===== src/rtl/door_lock_ctrl_if.sv =====
// Bus between the keypad code checker and the door-lock controller.
// The checker side (master) drives the verdicts and, with DOOR_ALARM_EN,
// the door sensor; the controller side (slave) drives the lock outputs.
interface door_lock_ctrl_if;
    logic       code_correct;
    logic       code_incorrect;
    logic       unlock;
    logic       locked_out;
    logic       checker_reset;
    logic [3:0] fail_count;
`ifdef DOOR_ALARM_EN
    logic       door_open;
    logic       alarm;

    modport master (
        output code_correct, code_incorrect, door_open,
        input  unlock, locked_out, checker_reset, fail_count, alarm
    );
    modport slave (
        input  code_correct, code_incorrect, door_open,
        output unlock, locked_out, checker_reset, fail_count, alarm
    );
`else
    modport master (
        output code_correct, code_incorrect,
        input  unlock, locked_out, checker_reset, fail_count
    );
    modport slave (
        input  code_correct, code_incorrect,
        output unlock, locked_out, checker_reset, fail_count
    );
`endif
endinterface


===== src/rtl/door_lock_ctrl.sv =====
// Door-lock controller: timed unlock on a correct code, consecutive-failure
// counting with timed lockout, and a one-cycle checker re-arm after every
// verdict. Optional forced-entry alarm is built when DOOR_ALARM_EN is defined.
module door_lock_ctrl #(
    parameter int unsigned UNLOCK_CYCLES  = 50,
    parameter int unsigned LOCKOUT_CYCLES = 200,
    parameter int unsigned MAX_FAILS      = 3,
    parameter int unsigned CNT_W          = 16
) (
    input  logic             clk,
    input  logic             reset,
    door_lock_ctrl_if.slave  bus
);

    typedef enum logic [1:0] {
        IDLE     = 2'd0,
        UNLOCKED = 2'd1,
        REARM    = 2'd2,
        LOCKOUT  = 2'd3
    } state_t;

    localparam logic [CNT_W-1:0] UNLOCK_LOAD  = CNT_W'(UNLOCK_CYCLES - 1);
    localparam logic [CNT_W-1:0] LOCKOUT_LOAD = CNT_W'(LOCKOUT_CYCLES - 1);
    localparam logic [3:0]       FAIL_LIMIT   = 4'(MAX_FAILS);

    state_t           state;
    logic [CNT_W-1:0] timer;
    logic [3:0]       fail_count;
    logic [3:0]       fail_next;

    assign fail_next = fail_count + 4'd1;

    // Main FSM: state, shared down-counter timer and failure counter.
    always_ff @(posedge clk) begin
        if (reset) begin
            state      <= REARM;
            timer      <= '0;
            fail_count <= '0;
        end else begin
            case (state)
                IDLE: begin
                    if (bus.code_correct) begin
                        state      <= UNLOCKED;
                        timer      <= UNLOCK_LOAD;
                        fail_count <= '0;
                    end else if (bus.code_incorrect) begin
                        fail_count <= fail_next;
                        if (fail_next >= FAIL_LIMIT) begin
                            state <= LOCKOUT;
                            timer <= LOCKOUT_LOAD;
                        end else begin
                            state <= REARM;
                        end
                    end
                end
                UNLOCKED: begin
                    if (timer == '0) state <= REARM;
                    else             timer <= timer - CNT_W'(1);
                end
                LOCKOUT: begin
                    if (timer == '0) begin
                        state      <= REARM;
                        fail_count <= '0;
                    end else begin
                        timer <= timer - CNT_W'(1);
                    end
                end
                REARM:   state <= IDLE;
                default: state <= REARM;
            endcase
        end
    end

    assign bus.unlock        = (state == UNLOCKED);
    assign bus.locked_out    = (state == LOCKOUT);
    assign bus.checker_reset = (state != IDLE);
    assign bus.fail_count    = fail_count;

`ifdef DOOR_ALARM_EN
    logic alarm_q;

    // Sticky forced-entry alarm; entry to UNLOCKED clears it and wins over a set.
    always_ff @(posedge clk) begin
        if (reset) begin
            alarm_q <= 1'b0;
        end else if (state == IDLE && bus.code_correct) begin
            alarm_q <= 1'b0;
        end else if (bus.door_open && state != UNLOCKED) begin
            alarm_q <= 1'b1;
        end
    end

    assign bus.alarm = alarm_q;
`endif

endmodule


===== src/flat_wrapper.sv =====
// flat-port wrapper written by rule: the top's interface ports become plain ports
module door_lock_ctrl_flat 
#(
    parameter int unsigned UNLOCK_CYCLES  = 50,
    parameter int unsigned LOCKOUT_CYCLES = 200,
    parameter int unsigned MAX_FAILS      = 3,
    parameter int unsigned CNT_W          = 16
)
  (clk, reset, bus_code_correct, bus_code_incorrect, bus_unlock, bus_locked_out, bus_checker_reset, bus_fail_count);
  door_lock_ctrl_if bus_i ();
  input  logic clk;
  input  logic reset;
  input wire logic [$bits(bus_i.code_correct)-1:0] bus_code_correct;
  input wire logic [$bits(bus_i.code_incorrect)-1:0] bus_code_incorrect;
  output wire logic [$bits(bus_i.unlock)-1:0] bus_unlock;
  output wire logic [$bits(bus_i.locked_out)-1:0] bus_locked_out;
  output wire logic [$bits(bus_i.checker_reset)-1:0] bus_checker_reset;
  output wire logic [$bits(bus_i.fail_count)-1:0] bus_fail_count;
  assign bus_i.code_correct = bus_code_correct;
  assign bus_i.code_incorrect = bus_code_incorrect;
  assign bus_unlock = bus_i.unlock;
  assign bus_locked_out = bus_i.locked_out;
  assign bus_checker_reset = bus_i.checker_reset;
  assign bus_fail_count = bus_i.fail_count;
  door_lock_ctrl #(.UNLOCK_CYCLES(UNLOCK_CYCLES), .LOCKOUT_CYCLES(LOCKOUT_CYCLES), .MAX_FAILS(MAX_FAILS), .CNT_W(CNT_W)) u_core (.clk(clk), .reset(reset), .bus(bus_i));
endmodule

===== config.mk =====
export PLATFORM = sky130hd
export DESIGN_NAME = door_lock_ctrl_flat
export DESIGN_NICKNAME = d
export VERILOG_FILES = /design/src/rtl/door_lock_ctrl_if.sv /design/src/rtl/door_lock_ctrl.sv /design/src/flat_wrapper.sv
export SDC_FILE = /design/constraint.sdc
export NUM_CORES = 1
export LEC_CHECK = 0
export ABC_CLOCK_PERIOD_IN_PS = 1800
export CAP_MARGIN = 20
export CELL_PAD_IN_SITES_DETAIL_PLACEMENT = 0
export CELL_PAD_IN_SITES_GLOBAL_PLACEMENT = 1
export CORE_MARGIN = 2
export CORE_UTILIZATION = 38
export DETAILED_ROUTE_END_ITERATION = 8
export PLACE_DENSITY = 0.78
export RECOVER_POWER = 50
export SLEW_MARGIN = 20
export SYNTH_ARGS = -nofsm -noshare
export SYNTH_HDL_FRONTEND = slang
export SYNTH_SLANG_ARGS = --single-unit

===== constraint.sdc =====
create_clock -name clk -period 1.8 [get_ports clk]
set_input_delay 0.27 -clock clk [delete_from_list [all_inputs] [get_ports clk]]
set_output_delay 0.27 -clock clk [all_outputs]
set_load 0.01 [all_outputs]

==> flow_summary.json <==
{
  "clk_pin_slew_worst_paths_ns": 0.13,
  "swShare": 0.390,
  "finalHoldViolations": 0,
  "fp.dieW_um": 61.4,
  "fmax_mhz": 512,
  "drv_slew": 0,
  "syn2layout_area_growth_pct": 60.3,
  "antenna_left": 0,
  "cts_tree": "yes",
  "dieArea_um2": 3760,
  "async_reset_ff_frac": 0,
  "final_nets": 221,
  "core_area_um2": 3100,
  "ir_worst_vdd_mv": 0.877,
  "track_usage": 0.209,
  "critPathArrivalTime_ns": 2.20,
  "synth_seq_area_share": 0.352,
  "leakage_nw": 0.806,
  "synth_fp_nets": 164,
  "avgRoutedWirePerCell_um": 14.2,
  "grt_pass1_wl_um": 5890,
  "synth-seq-cells": 22,
  "htreeDepth": 1,
  "drc": 0,
  "internal-power_mw": 1.44,
  "clock_latency_ns": 0.31,
  "pwr-share-comb": 0.601,
  "layout_min_cycle_time_ns": 1.95,
  "synth_area_um2": 1250,
  "cts_max_path_buffers": 2,
  "worstSetupPathType": "reg -> reg",
  "maxSlewHeadroom": 0.732,
  "grt_start_max_net_pins": 13,
  "via_per_inst": 5.33,
  "synth-edff-count": 0,
  "power_density_nw_per_um2": 1180,
  "cts_sinks": 22,
  "rsz0062_at_grt": "yes",
  "synth_top_area_share": 0.352,
  "overflow": 0,
  "avgSynthCellArea_um2": 7.96,
  "finalPower_mw": 2.35,
  "violations": "setup timing",
  "synth-main-ff-cell": "dfxtp_1",
  "cap_violations": 0,
  "antenna_found_initial": 0,
  "p_sw_mw": 0.917,
  "power_frac_clock": 0.119,
  "port_buffers": 10,
  "yosysMostFrequentCell": "nor2_1",
  "period_share": 1.09,
  "worst_slew_pin_slew_ns": 0.401,
  "start_kind": "register",
  "io_pins": 11,
  "vias": 1371,
  "outcome": "complete, but fails checks",
  "initial_core_util": 0.403,
  "diodes": 0,
  "hpwl_um": 2670,
  "synthCells": 157,
  "yosys.area.top_type": "dfxtp_1",
  "wl_um": 3660,
  "synth_common_cells": "23 x nor2_1, 22 x dfxtp_1, 16 x a21oi_1",
  "die-height_um": 61.4,
  "drtPass1Iterations": 4,
  "place.gp.congestion": 0.863,
  "dr.first_iter.drc_count": 59,
  "synth_cell_types": 45,
  "setup_viol": 17,
  "drive_above_1_share": 0.465,
  "worstPathMaxFanout": 5,
  "cts_root_buf": "clkbuf_4",
  "critPathRequiredTime_ns": 2.05,
  "cts_buffers": 3,
  "cp-end-kind": "register",
  "row_count": 20,
  "finClkSkew_ns": 0.00371,
  "seqPwrFrac": 0.279,
  "synth.area.top_cells": "dfxtp_1 35%, nor2_1 6.9%, a21oi_1 6.4%",
  "worst_slack_ns": -0.153,
  "first_global_vias": 1337,
  "fin_tns_setup_ns": -0.954,
  "hp-class": "reg -> reg",
  "ys_warn_count": 0,
  "n_fill_cell": 273
}
-- metal layers --
metal  vias up  global-route usage  share of wire
li1        687                   -              -
met1       651               0.261           0.44
met2        29               0.365           0.52
met3         4              0.0273          0.037
met4         0              0.0821         0.0068
met5         -                   0              0
-- kinds of logic after synthesis --
logic type / after synthesis / synth area share
and+or+nand+nor: 62 / 0.272
AOI/OAI and AO/OA: 52 / 0.269
DFF: 22 / 0.352
buffers and inverters: 13 / 0.0400
xor gates and xnor gates: 4 / 0.0280
adders and majority gates: 3 / 0.0300
muxes: 1 / 0.00801
-- flip-flops by register name, summed over array words and instances (netlist names) --
signal	cells
u_core.timer	16
u_core.bus.fail_count	4
u_core.state	2
-- area by class of cell --
cell class	count	area, um^2	share of cell area
Tap cell	44	55.1	0.0275
Clock buffer	4	36.3	0.0181
Timing Repair Buffer	56	464	0.232
Multi-Input combinational cell	122	952	0.475
Sequential cell	22	459	0.229
Inverter	9	36.3	0.0181
-- metrics by stage --
step           instance area (um^2)  hold WS [ns]  instances  setup WS (ns)  utilization
2_1_floorplan                  1310         0.426        157        -0.0626            -
5_1_grt                        2000         0.532        257         -0.199        0.646
6_report                       2000         0.518        257         -0.153        0.646
3_3_place_gp                   1780         0.459        252         -0.105        0.573
4_1_cts                        1870         0.499        257         -0.146        0.602
3_5_place_dp                   1780         0.481        252         -0.160        0.573
-- path summary, 6_finish.rpt --
path	from	slack, ns	cells after the start	end
worst max-delay path	u_core.timer[11]$_SDFFE_PP0P_	-0.15	4	u_core.timer[13]$_SDFFE_PP0P_
worst min-delay path	u_core.timer[7]$_SDFFE_PP0P_	0.52	2	u_core.timer[7]$_SDFFE_PP0P_
worst max register to register	u_core.timer[11]$_SDFFE_PP0P_	-0.15	4	u_core.timer[13]$_SDFFE_PP0P_
worst min register to register	u_core.timer[7]$_SDFFE_PP0P_	0.52	2	u_core.timer[7]$_SDFFE_PP0P_
-- critical path, stage by stage, from the launching register on --
cell and delay [ns]:
dfxtp_2 0.34, or4_4 0.57, or4_4 0.53, or3_1 0.32, a21oi_1 0.13
-- cells in the final DEF (no fill, tap or decap), types with 3 or more instances in the layout --
master / n
a31oi_1: 3
dfxtp_1: 15
or4_4: 4
a21oi_1: 10
buf_4: 41
o21ai_0: 8
buf_6: 5
a21oi_2: 6
clkdlybuf4s50_1: 7
nand2_1: 6
nor2_1: 19
o21ai_4: 3
dfxtp_4: 4
and2_1: 4
dfxtp_2: 3
nor3_1: 4
inv_1: 8
clkbuf_4: 3
nor2_2: 3
-- power groups by stage --
| stage | clock, mW | combinational [mW] | sequential, mW |
|---|---|---|---|
| 6_report | 0.281 | 1.42 | 0.657 |
| 3_5_place_dp | 0 | 1.16 | 0.661 |
| 5_1_grt | 0.304 | 1.54 | 0.668 |
| 3_3_place_gp | 0 | 1.13 | 0.657 |
| 4_1_cts | 0.291 | 1.22 | 0.653 |
| 2_1_floorplan | 0 | 0.646 | 0.672 |
-- what timing repair did --
item | 4_1_cts | 5_1_grt
hold buffers | 0 | 0
setup buffers | 1 | 0
setup endpoints to repair | 23 | 23
resized for setup | 16 | 33
pin swaps | 6 | 12
(Power assumes the default switching activity.)
